===== src/rtl/sle_bank_ctrl.sv =====
// Bank controller for WIDTH SLE cells: round-robin write arbitration between two clients,
// sync-load init sequencing, post-write hold gap. Optional shadow check under SLE_SHADOW_EN.
module sle_bank_ctrl #(
    parameter int               WIDTH        = 8,
    parameter int               INIT_CYCLES  = 2,
    parameter int               HOLD_CYCLES  = 1,
    parameter logic [WIDTH-1:0] INIT_RST_VAL = '0
) (
    input  logic             i_clk,
    input  logic             i_rst_n,
    input  logic             i_req0,
    input  logic [WIDTH-1:0] i_data0,
    output logic             o_gnt0,
    input  logic             i_req1,
    input  logic [WIDTH-1:0] i_data1,
    output logic             o_gnt1,
    input  logic             i_init_req,
    input  logic [WIDTH-1:0] i_init_val,
    output logic             o_init_done,
    output logic             o_busy,
    output logic [WIDTH-1:0] o_sle_d,
    output logic             o_sle_en,
    output logic             o_sle_sln,
    output logic [WIDTH-1:0] o_sle_sd,
`ifdef SLE_SHADOW_EN
    input  logic [WIDTH-1:0] i_sle_q,
    output logic             o_shadow_err,
`endif
    output logic             o_sle_lat
);

    localparam int ICW = (INIT_CYCLES > 1) ? $clog2(INIT_CYCLES) : 1;
    localparam int HCW = (HOLD_CYCLES > 1) ? $clog2(HOLD_CYCLES) : 1;
    localparam logic [ICW-1:0] INIT_LOAD = ICW'(INIT_CYCLES - 1);
    localparam logic [HCW-1:0] HOLD_LOAD = (HOLD_CYCLES > 0) ? HCW'(HOLD_CYCLES - 1) : '0;

    typedef enum logic [1:0] {ST_INIT, ST_IDLE, ST_WRITE, ST_HOLD} state_t;

    state_t           r_state, w_state_nxt;
    logic [ICW-1:0]   r_init_cnt;
    logic [HCW-1:0]   r_hold_cnt;
    logic             r_rr;
    logic             w_grant, w_win, w_init_acc;
    logic [WIDTH-1:0] w_wdata;
    logic             w_sln_nxt, w_en_nxt, w_gnt0_nxt, w_gnt1_nxt, w_done_nxt, w_busy_nxt;

    assign o_sle_lat = 1'b0;
    assign w_wdata   = w_win ? i_data1 : i_data0;

    // r_rr holds the last granted requester; a tie goes to the other one
    always_comb begin
        w_state_nxt = r_state;
        w_grant     = 1'b0;
        w_win       = 1'b0;
        w_init_acc  = 1'b0;
        case (r_state)
            ST_INIT: begin
                if (r_init_cnt == '0) w_state_nxt = ST_IDLE;
            end
            ST_IDLE: begin
                if (i_init_req) begin
                    w_init_acc  = 1'b1;
                    w_state_nxt = ST_INIT;
                end else if (i_req0 || i_req1) begin
                    w_grant     = 1'b1;
                    w_win       = (i_req0 && i_req1) ? ~r_rr : i_req1;
                    w_state_nxt = ST_WRITE;
                end
            end
            ST_WRITE: begin
                w_state_nxt = (HOLD_CYCLES > 0) ? ST_HOLD : ST_IDLE;
            end
            ST_HOLD: begin
                if (i_init_req) begin
                    w_init_acc  = 1'b1;
                    w_state_nxt = ST_INIT;
                end else if (r_hold_cnt == '0) begin
                    w_state_nxt = ST_IDLE;
                end
            end
            default: w_state_nxt = ST_INIT;
        endcase
    end

    // Output values for the coming cycle, registered below
    always_comb begin
        w_sln_nxt  = (w_state_nxt != ST_INIT);
        w_en_nxt   = (w_state_nxt == ST_WRITE);
        w_gnt0_nxt = w_grant && !w_win;
        w_gnt1_nxt = w_grant && w_win;
        w_done_nxt = (r_state == ST_INIT) && (w_state_nxt == ST_IDLE);
        w_busy_nxt = (w_state_nxt != ST_IDLE);
    end

    always_ff @(posedge i_clk) begin
        if (!i_rst_n) begin
            r_state     <= ST_INIT;
            r_init_cnt  <= INIT_LOAD;
            r_hold_cnt  <= '0;
            r_rr        <= 1'b1;
            o_sle_d     <= '0;
            o_sle_sd    <= INIT_RST_VAL;
            o_sle_sln   <= 1'b0;
            o_sle_en    <= 1'b0;
            o_gnt0      <= 1'b0;
            o_gnt1      <= 1'b0;
            o_init_done <= 1'b0;
            o_busy      <= 1'b1;
        end else begin
            r_state <= w_state_nxt;
            if (w_init_acc)
                r_init_cnt <= INIT_LOAD;
            else if (r_state == ST_INIT && r_init_cnt != '0)
                r_init_cnt <= r_init_cnt - 1'b1;
            if (r_state == ST_WRITE)
                r_hold_cnt <= HOLD_LOAD;
            else if (r_state == ST_HOLD && r_hold_cnt != '0)
                r_hold_cnt <= r_hold_cnt - 1'b1;
            if (w_grant) begin
                r_rr    <= w_win;
                o_sle_d <= w_wdata;
            end
            if (w_init_acc) o_sle_sd <= i_init_val;
            o_sle_sln   <= w_sln_nxt;
            o_sle_en    <= w_en_nxt;
            o_gnt0      <= w_gnt0_nxt;
            o_gnt1      <= w_gnt1_nxt;
            o_init_done <= w_done_nxt;
            o_busy      <= w_busy_nxt;
        end
    end

`ifdef SLE_SHADOW_EN
    logic [WIDTH-1:0] r_shadow;
    logic             r_idle_prev;

    // First IDLE cycle after a write or init is skipped so the bank has settled
    always_ff @(posedge i_clk) begin
        if (!i_rst_n) begin
            r_shadow     <= INIT_RST_VAL;
            r_idle_prev  <= 1'b0;
            o_shadow_err <= 1'b0;
        end else begin
            if (w_grant)         r_shadow <= w_wdata;
            else if (w_init_acc) r_shadow <= i_init_val;
            r_idle_prev <= (r_state == ST_IDLE);
            if (w_init_acc)
                o_shadow_err <= 1'b0;
            else if (r_state == ST_IDLE && r_idle_prev && i_sle_q != r_shadow)
                o_shadow_err <= 1'b1;
        end
    end
`endif

endmodule

===== config.mk =====
export PLATFORM = sky130hd
export DESIGN_NAME = sle_bank_ctrl
export DESIGN_NICKNAME = d
export VERILOG_FILES = /design/src/rtl/sle_bank_ctrl.sv
export SDC_FILE = /design/constraint.sdc
export NUM_CORES = 1
export LEC_CHECK = 0
export ABC_AREA = 1
export CORE_MARGIN = 5
export CORE_UTILIZATION = 45
export CTS_BUF_LIST = sky130_fd_sc_hd__clkbuf_4
export DETAILED_ROUTE_END_ITERATION = 12
export PLACE_DENSITY = 0.87
export RECOVER_POWER = 100
export SYNTH_ARGS = -nofsm -noshare
export SYNTH_HDL_FRONTEND = slang
export SYNTH_SLANG_ARGS = --single-unit

===== constraint.sdc =====
create_clock -name i_clk -period 2 [get_ports i_clk]
set_input_delay 0.2 -clock i_clk [delete_from_list [all_inputs] [get_ports i_clk]]
set_output_delay 0.2 -clock i_clk [all_outputs]
set_load 0.05 [all_outputs]

==> flow_metrics.tcl, run 1 <==
set metrics [dict create \
    drt_iter0_markers 20 \
    cp_num_buf_inv 1 \
    worstSkewPairLatency_ps 310 \
    seq_area_sq_um 541 \
    p_leak_uw 0.000783 \
    post-route-period-util_pct 88.3 \
    drive_above_1_share_pct 5.08 \
    cp_max_fo 2 \
    diodes 0 \
    cp-end-kind "output port" \
    post-place-ws_ps 404 \
    postCtsSetupRepairBufs 0 \
    final_util_pct 67.7 \
    cts_resized 0 \
    p_comb_share_pct 36.9 \
    fmax_mhz 566 \
    crit_chain "dlygate4sd3_1" \
    yosysSeqAreaShare_pct 48.8 \
    grt_pass1_vias 1095 \
    viasPerCell 4.90 \
    hold_viol_final 0 \
    drt_pass1_iterations 4 \
    ys_warn_count 0 \
    drtAntennaViolNets 0 \
    drc 0 \
    synth-seq-cells 27 \
    dp.cells 223 \
    fill_cells 221 \
    root_buffer "clkbuf_4" \
    vdd.ir_drop.worst_uv 644 \
    gr-total-overflow 0 \
    synth_cell_types 22 \
    avgSynthCellArea_sq_um 7.49 \
    endpoint "o_sle_d[6]" \
    cts_tree "built" \
    die_w_um 59.6 \
    r2r_cells 6 \
    slowest_stage "dlygate4sd3_1" \
    syn_nets 177 \
    start_kind "flip-flop" \
    max_slew_margin_pct 64.7 \
    wl_um 2810 \
    cp.required_ps 1800 \
    wl_per_cell_um 12.4 \
    start_util_pct 46.0 \
    finClkSkew_ps 7.92 \
    flow.area_growth_from_synthesis_pct 47.2 \
    clkPwrFrac_pct 16.9 \
    crit_arrival_ps 1570 \
    clk_pin_slew_worst_paths_ps 140 \
    power.switching_uw 528 \
    instances_no_fill 227 \
    cts_buffer_depth 2 \
    vias 1112 \
    worst_pin_slew_ps 528 \
    netlist_area_sq_um 1110 \
    drv_cap 0 \
    p_total_uw 1400 \
    grt_pass1_wl_um 4700 \
    powerDensity_nw_per_um2 857 \
    max_stage_delay_ps 880 \
    numCtsBuffers 3 \
    setup_slack_ps 234 \
    finalCriticalPeriod_ps 1770 \
    ys_top_cells_by_area "dfxtp_1 (49%), nand2_1 (13%), nor2_1 (7.4%)" \
    synth_top_area_share_pct 48.8 \
    fin_nets 227 \
    yosys.cell_count.top_type "nand2_1" \
    seqPwrFrac_pct 46.2 \
    synth_edf_count 0 \
    rows 18 \
    reg2reg_setup_slack_ps 370 \
    antenna_found_initial 0 \
    cts_max_level 1 \
    status "complete, no violations" \
    critical_path.top_delay_family "buffers and inverters" \
    path_class "flip-flop to output port" \
    path_depth 1 \
    die_y_um 59.6 \
    die_area_sq_um 3560 \
    multiInputGateArea_sq_um 463 \
    numClockSinks 27 \
    fin_tns_setup_ps 0 \
    synthFlopType "dfxtp_1" \
    coreArea_sq_um 2410 \
    top_regs "o_sle_d x8, o_sle_sd x8, r_state x2" \
    num_io_pins 52 \
    rsz0062_at_grt "false" \
    async_reset_ff_share_pct 0 \
    cts_hold_buf 0 \
    synth_top_cell_by_area "dfxtp_1" \
    io_buffers 50 \
    track_usage_pct 17.0 \
    internal_power_uw 870 \
    p_sw_share_pct 37.8 \
    r2r-end "o_sle_d[0]$_SDFFE_PN0N_" \
    slew_violations 0 \
    gp_congestion 0.770 \
    hold_class "input pin to flip-flop" \
    grt_max_degree 23 \
    netlist_top_cells_count "nand2_1 (38), dfxtp_1 (27), nor2_1 (22), inv_1 (11)" \
    cp-startpoint "o_sle_d[6]$_SDFFE_PN0N_" \
    finalSetupViolations 0 \
    hpwl_um 2250 \
    synthCells 148 \
    reg2reg_from "r_state[0]$_SDFF_PN0_" \
]
[layout by cell type (no fill, tap or decap), types with 2 or more instances in the layout]
master,n
inv_1,12
nand4_1,10
nand3b_1,2
clkbuf_4,4
dlygate4sd3_1,23
o21ai_0,8
nand2_2,3
clkdlybuf4s50_1,27
nor2_1,23
dfxtp_1,27
nand2_1,38
nand3_1,11
[logic make-up (layout without fill, tap and decap cells)]
family | after synthesis | count (layout) | synth area share, %
AND/OR/NAND/NOR | 91 | 91 | 37.8
AO/OA/AOI/OAI | 9 | 9 | 4.29
buffers and inverters | 20 | 69 | 8.80
other | 1 | 1 | 0.338
flip-flops | 27 | 27 | 48.8
[final cells by class]
| cell class | instances | share of cell area (%) |
|---|---|---|
| sequential | 27 | 33.1 |
| timing repair buffer | 52 | 31.4 |
| multi-input combinational | 101 | 28.4 |
| inverter | 13 | 2.99 |
| tap | 30 | 2.30 |
| clock buffer | 4 | 1.84 |
[through the flow]
stage          hold slack [ps]  cell area [sq um]
4_1_cts                    437               1640
6_report                   444               1630
3_3_place_gp               417               1610
3_5_place_dp               443               1610
2_1_floorplan              354               1110
5_1_grt                    434               1630
[metal layers]
metal | part of all wire, % | track usage, % | vias up
met2 | 52 | 30.9 | 33
li1 | - | - | 569
met1 | 39 | 19.1 | 508
met3 | 7.4 | 4.36 | 2
met4 | 0.89 | 5.70 | 0
met5 | 0 | 0 | -
[worst min path at each step]
stage,startpoint,cells after the start,end
2_1_floorplan,i_data0[0],2,o_sle_d[0]$_SDFFE_PN0N_
3_3_place_gp,r_hold_cnt$_SDFFE_PP0P_,2,r_hold_cnt$_SDFFE_PP0P_
3_5_place_dp,r_hold_cnt$_SDFFE_PP0P_,2,r_hold_cnt$_SDFFE_PP0P_
4_1_cts,i_data0[2],3,o_sle_d[2]$_SDFFE_PN0N_
5_1_grt,i_data0[1],3,o_sle_d[1]$_SDFFE_PN0N_
6_report,i_data0[2],3,o_sle_d[2]$_SDFFE_PN0N_
[power by group through the flow]
stage / combinational [uW] / sequential [uW] / clock (uW)
detailed placement: 541 / 661 / 0
CTS: 543 / 649 / 246
global route: 552 / 655 / 275
floorplan: 165 / 843 / 0
global placement: 528 / 658 / 0
finish: 516 / 646 / 237
Power figures use the tool's default switching activity.
==> run 2: changes to the inputs <==
- PLACE_DENSITY: 0.87 -> not set
- PLACE_DENSITY_LB_ADDON: not set -> 0.3
==> flow_metrics.tcl, run 2 (synthesized netlist as in run 1, its figures left out) <==
set metrics [dict create \
    status "complete, no violations" \
    rsz0062_at_grt "false" \
    root_buffer "clkbuf_4" \
    finClkSkew_ps 14.9 \
    finalCriticalPeriod_ps 1780 \
    slowest_stage "dlygate4sd3_1" \
    wl_um 2720 \
    crit_arrival_ps 1580 \
    wl_per_cell_um 12.0 \
    cp.required_ps 1800 \
    grt_pass1_wl_um 4460 \
    fmax_mhz 563 \
    powerDensity_nw_per_um2 856 \
    die_w_um 59.6 \
    setup_slack_ps 223 \
    worst_pin_slew_ps 520 \
    finalSetupViolations 0 \
    vias 1118 \
    rows 18 \
    crit_chain "dlygate4sd3_1" \
    track_usage_pct 16.3 \
    p_leak_uw 0.000783 \
    io_buffers 50 \
    hpwl_um 2130 \
    placed_cell_area_sq_um 1610 \
    cp_num_buf_inv 1 \
    hold_viol_final 0 \
    start_kind "flip-flop" \
    cts_resized 0 \
    top_regs "o_sle_d x8, o_sle_sd x8, r_state x2" \
    die_y_um 59.6 \
    gp_congestion 0.806 \
    grt_pass1_vias 1071 \
    fin_tns_setup_ps 0 \
    fill_cells 215 \
    viasPerCell 4.93 \
    start_util_pct 46.0 \
    diodes 0 \
    cts_buffer_depth 2 \
    num_io_pins 52 \
    gr-total-overflow 0 \
    postLayoutCellArea_sq_um 1630 \
    coreArea_sq_um 2410 \
    post-route-period-util_pct 88.9 \
    drt_iter0_markers 52 \
    max_slew_margin_pct 65.2 \
    cts_tree "built" \
    cp_max_fo 2 \
    drive_above_1_share_pct 4.57 \
    grt_max_degree 22 \
    drtAntennaViolNets 0 \
    fin_nets 227 \
    path_class "flip-flop to output port" \
    cts_max_level 1 \
    cp-end-kind "output port" \
    max_stage_delay_ps 890 \
    critical_path.top_delay_family "buffers and inverters" \
    hold_class "input pin to flip-flop" \
    clk_pin_slew_worst_paths_ps 140 \
    antenna_found_initial 0 \
    numClockSinks 27 \
    slew_violations 0 \
    numCtsBuffers 3 \
    drt_pass1_iterations 4 \
    vdd.ir_drop.worst_uv 589 \
    postCtsSetupRepairBufs 0 \
    drc 0 \
    final_common_cell "nand2_1" \
    drv_cap 0 \
    post-place-ws_ps 360 \
    worstSkewPairLatency_ps 320 \
    flow.area_growth_from_synthesis_pct 47.0 \
    layout_common_cells "nand2_1 (39), clkdlybuf4s50_1 (27), dfxtp_1 (27)" \
    die_area_sq_um 3560 \
    cts_hold_buf 0 \
]
[run 2: changes by cell type in the layout (fill, tap and decap cells not counted)]
| cell | change |
|---|---|
| nand2_2 | -1 |
| nand2_1 | +1 |
[run 2: per-stage QoR]
step                hold WS (ps)  std cells  total power [uW]  utilization (%)
floorplan                    354        148              1010                -
global placement             416        223              1190             66.9
detailed placement           442        223              1200             66.9
CTS                          412        227              1440             68.2
global route                 436        227              1480             67.6
finish                       422        227              1390             67.6
[run 2: layout make-up]
type	instances	area (sq um)	share of cell area [%]
Inverter	13	48.8	3.00
Multi-Input combinational cell	101	460	28.3
Sequential cell	27	541	33.2
Tap cell	30	37.5	2.30
Clock buffer	4	30.0	1.84
Timing Repair Buffer	52	512	31.4
[run 2: per-layer routing]
metal  vias up  track usage (%)  wire length (um)
met3         4             3.70               198
met4         0             5.70                38
met1       506             20.4              1150
li1        569                -                 -
met5         -                0                 0
met2        39             27.5              1330
[run 2: worst paths after layout]
path | slack [ps] | endpoint | depth (start not counted) | start
hold / removal | 420 | o_sle_d[7]$_SDFFE_PN0N_ | 3 | i_data0[7]
hold reg to reg | 450 | r_hold_cnt$_SDFFE_PP0P_ | 2 | r_hold_cnt$_SDFFE_PP0P_
setup / recovery | 220 | o_sle_d[1] | 1 | o_sle_d[1]$_SDFFE_PN0N_
setup reg to reg | 350 | o_sle_d[2]$_SDFFE_PN0N_ | 6 | r_state[0]$_SDFF_PN0_
[run 2: power breakdown]
part	internal [uW]	switching [uW]
Sequential	608	37.2
Clock	91.5	148
Combinational	171	338
Total	870	524
==> run 3: changes to the inputs <==
- CORE_MARGIN: 5 -> not set
- CTS_CLUSTER_DIAMETER: not set -> 100
==> flow_metrics.tcl, run 3 (synthesized netlist as in run 1, its figures left out) <==
set metrics [dict create \
    internal_power_uw 856 \
    wl_per_cell_um 11.4 \
    post-route-period-util_pct 89.3 \
    min_from "i_data0[7]" \
    finClkSkew_ps 1.77 \
    rsz0062_at_grt "false" \
    drive_above_1_share_pct 5.08 \
    cp_num_buf_inv 1 \
    fin_nets 227 \
    num_io_pins 52 \
    cts_hold_buf 0 \
    hold_viol_final 0 \
    grt_pass1_wl_um 4240 \
    p_leak_uw 0.000779 \
    drt_pass1_iterations 4 \
    cts_buffer_depth 2 \
    fin_tns_setup_ps 0 \
    drv_cap 0 \
    die_y_um 51.6 \
    track_usage_pct 21.4 \
    p_comb_share_pct 36.6 \
    io_buffers 50 \
    start_util_pct 48.7 \
    drc 0 \
    root_buffer "clkbuf_4" \
    wl_um 2560 \
    die_w_um 51.6 \
    slowest_stage "dlygate4sd3_1" \
    seqPwrFrac_pct 46.2 \
    cts_max_level 1 \
    max_stage_delay_ps 890 \
    status "complete, no violations" \
    postCtsSetupRepairBufs 0 \
    finalSetupViolations 0 \
    cts_tree "built" \
    max_slew_margin_pct 64.9 \
    coreArea_sq_um 2280 \
    final_util_pct 71.6 \
    powerDensity_nw_per_um2 856 \
    crit_chain "dlygate4sd3_1" \
    drtAntennaViolNets 0 \
    power.switching_uw 539 \
    die_area_sq_um 2670 \
    cp.required_ps 1800 \
    numCtsBuffers 3 \
    reg2reg_from "r_state[0]$_SDFF_PN0_" \
    holdPathStages 3 \
    hold_class "input pin to flip-flop" \
    fmax_mhz 560 \
    layout_common_cells "nand2_1 (38), clkdlybuf4s50_1 (27), dfxtp_1 (27)" \
    antenna_found_initial 0 \
    worst_pin_slew_ps 525 \
    start_kind "flip-flop" \
    p_sw_share_pct 38.6 \
    rows 17 \
    top_regs "o_sle_d x8, o_sle_sd x8, r_state x2" \
    worstSkewPairLatency_ps 330 \
    grt_pass1_vias 1063 \
    final_common_cell "nand2_1" \
    finalCriticalPeriod_ps 1790 \
    r2r_cells 6 \
    diodes 0 \
    flow.area_growth_from_synthesis_pct 47.0 \
    clk_pin_slew_worst_paths_ps 140 \
    cp-end-kind "output port" \
    r2r-end "o_sle_d[5]$_SDFFE_PN0N_" \
    crit_arrival_ps 1590 \
    grt_max_degree 17 \
    hold_end "o_sle_d[7]$_SDFFE_PN0N_" \
    gp_congestion 0.745 \
    clkPwrFrac_pct 17.2 \
    critical_path.top_delay_family "buffers and inverters" \
    viasPerCell 4.95 \
    drt_iter0_markers 29 \
    hpwl_um 1990 \
    path_class "flip-flop to output port" \
    cts_resized 0 \
    vdd.ir_drop.worst_uv 609 \
    cp_max_fo 2 \
    gr-total-overflow 0 \
    slew_violations 0 \
    reg2reg_setup_slack_ps 360 \
    numClockSinks 27 \
    vias 1113 \
]
## run 3: cell count changes in the layout (fill, tap and decap cells not counted)
cell        delta
clkbuf_4       -1
clkinvlp_4     +1
nand2_1        -1
nand2_2        +1
## run 3: metrics by stage
step / hold slack (ps) / cell area (sq um) / total power (uW) / cells / setup WS (ps)
floorplan: 354 / 1110 / 1010 / 148 / 924
global placement: 416 / 1610 / 1180 / 221 / 424
detailed placement: 423 / 1610 / 1200 / 221 / 378
CTS: 413 / 1640 / 1430 / 225 / 267
global route: 455 / 1630 / 1460 / 225 / 163
finish: 423 / 1630 / 1390 / 225 / 214
## run 3: area by class of cell
class | instances | area [sq um]
repair buffers | 52 | 512
clock buffers | 3 | 22.5
fillers | 190 | 647
clock inverters | 1 | 7.51
flip-flops and latches | 27 | 541
inverters | 13 | 48.8
multi-input cells | 101 | 463
well taps | 28 | 35.0
## run 3: power groups by stage
stage | clock, uW | combinational, uW | sequential (uW)
finish | 239 | 510 | 645
global route | 260 | 552 | 653
CTS | 248 | 537 | 649
detailed placement | 0 | 536 | 661
global placement | 0 | 527 | 658
floorplan | 0 | 165 | 843
## run 3: worst max-delay path by stage
stage                                   startpoint                 endpoint  slack, ps  cells past startpoint
after floorplan              r_state[0]$_SDFF_PN0_  o_sle_d[3]$_SDFFE_PN0N_        920                      8
after global placement                     i_rst_n        o_busy$_SDFF_PN1_        420                      4
after detailed placement                    i_req0  o_sle_d[5]$_SDFFE_PN0N_        380                      7
after CTS                 o_sle_sd[1]$_SDFFE_PN0P_              o_sle_sd[1]        270                      1
after global routing      o_sle_sd[1]$_SDFFE_PN0P_              o_sle_sd[1]        160                      1
final                     o_sle_sd[1]$_SDFFE_PN0P_              o_sle_sd[1]        210                      1
## run 3: per-layer routing
metal  routed length [um]  global-route usage (%)  vias to the layer above
li1                     -                       -                      568
met1                 1130                    25.0                      505
met2                 1270                    37.2                       35
met3                  120                    3.51                        5
met4                   46                    10.8                        0
met5                    0                       0                        -
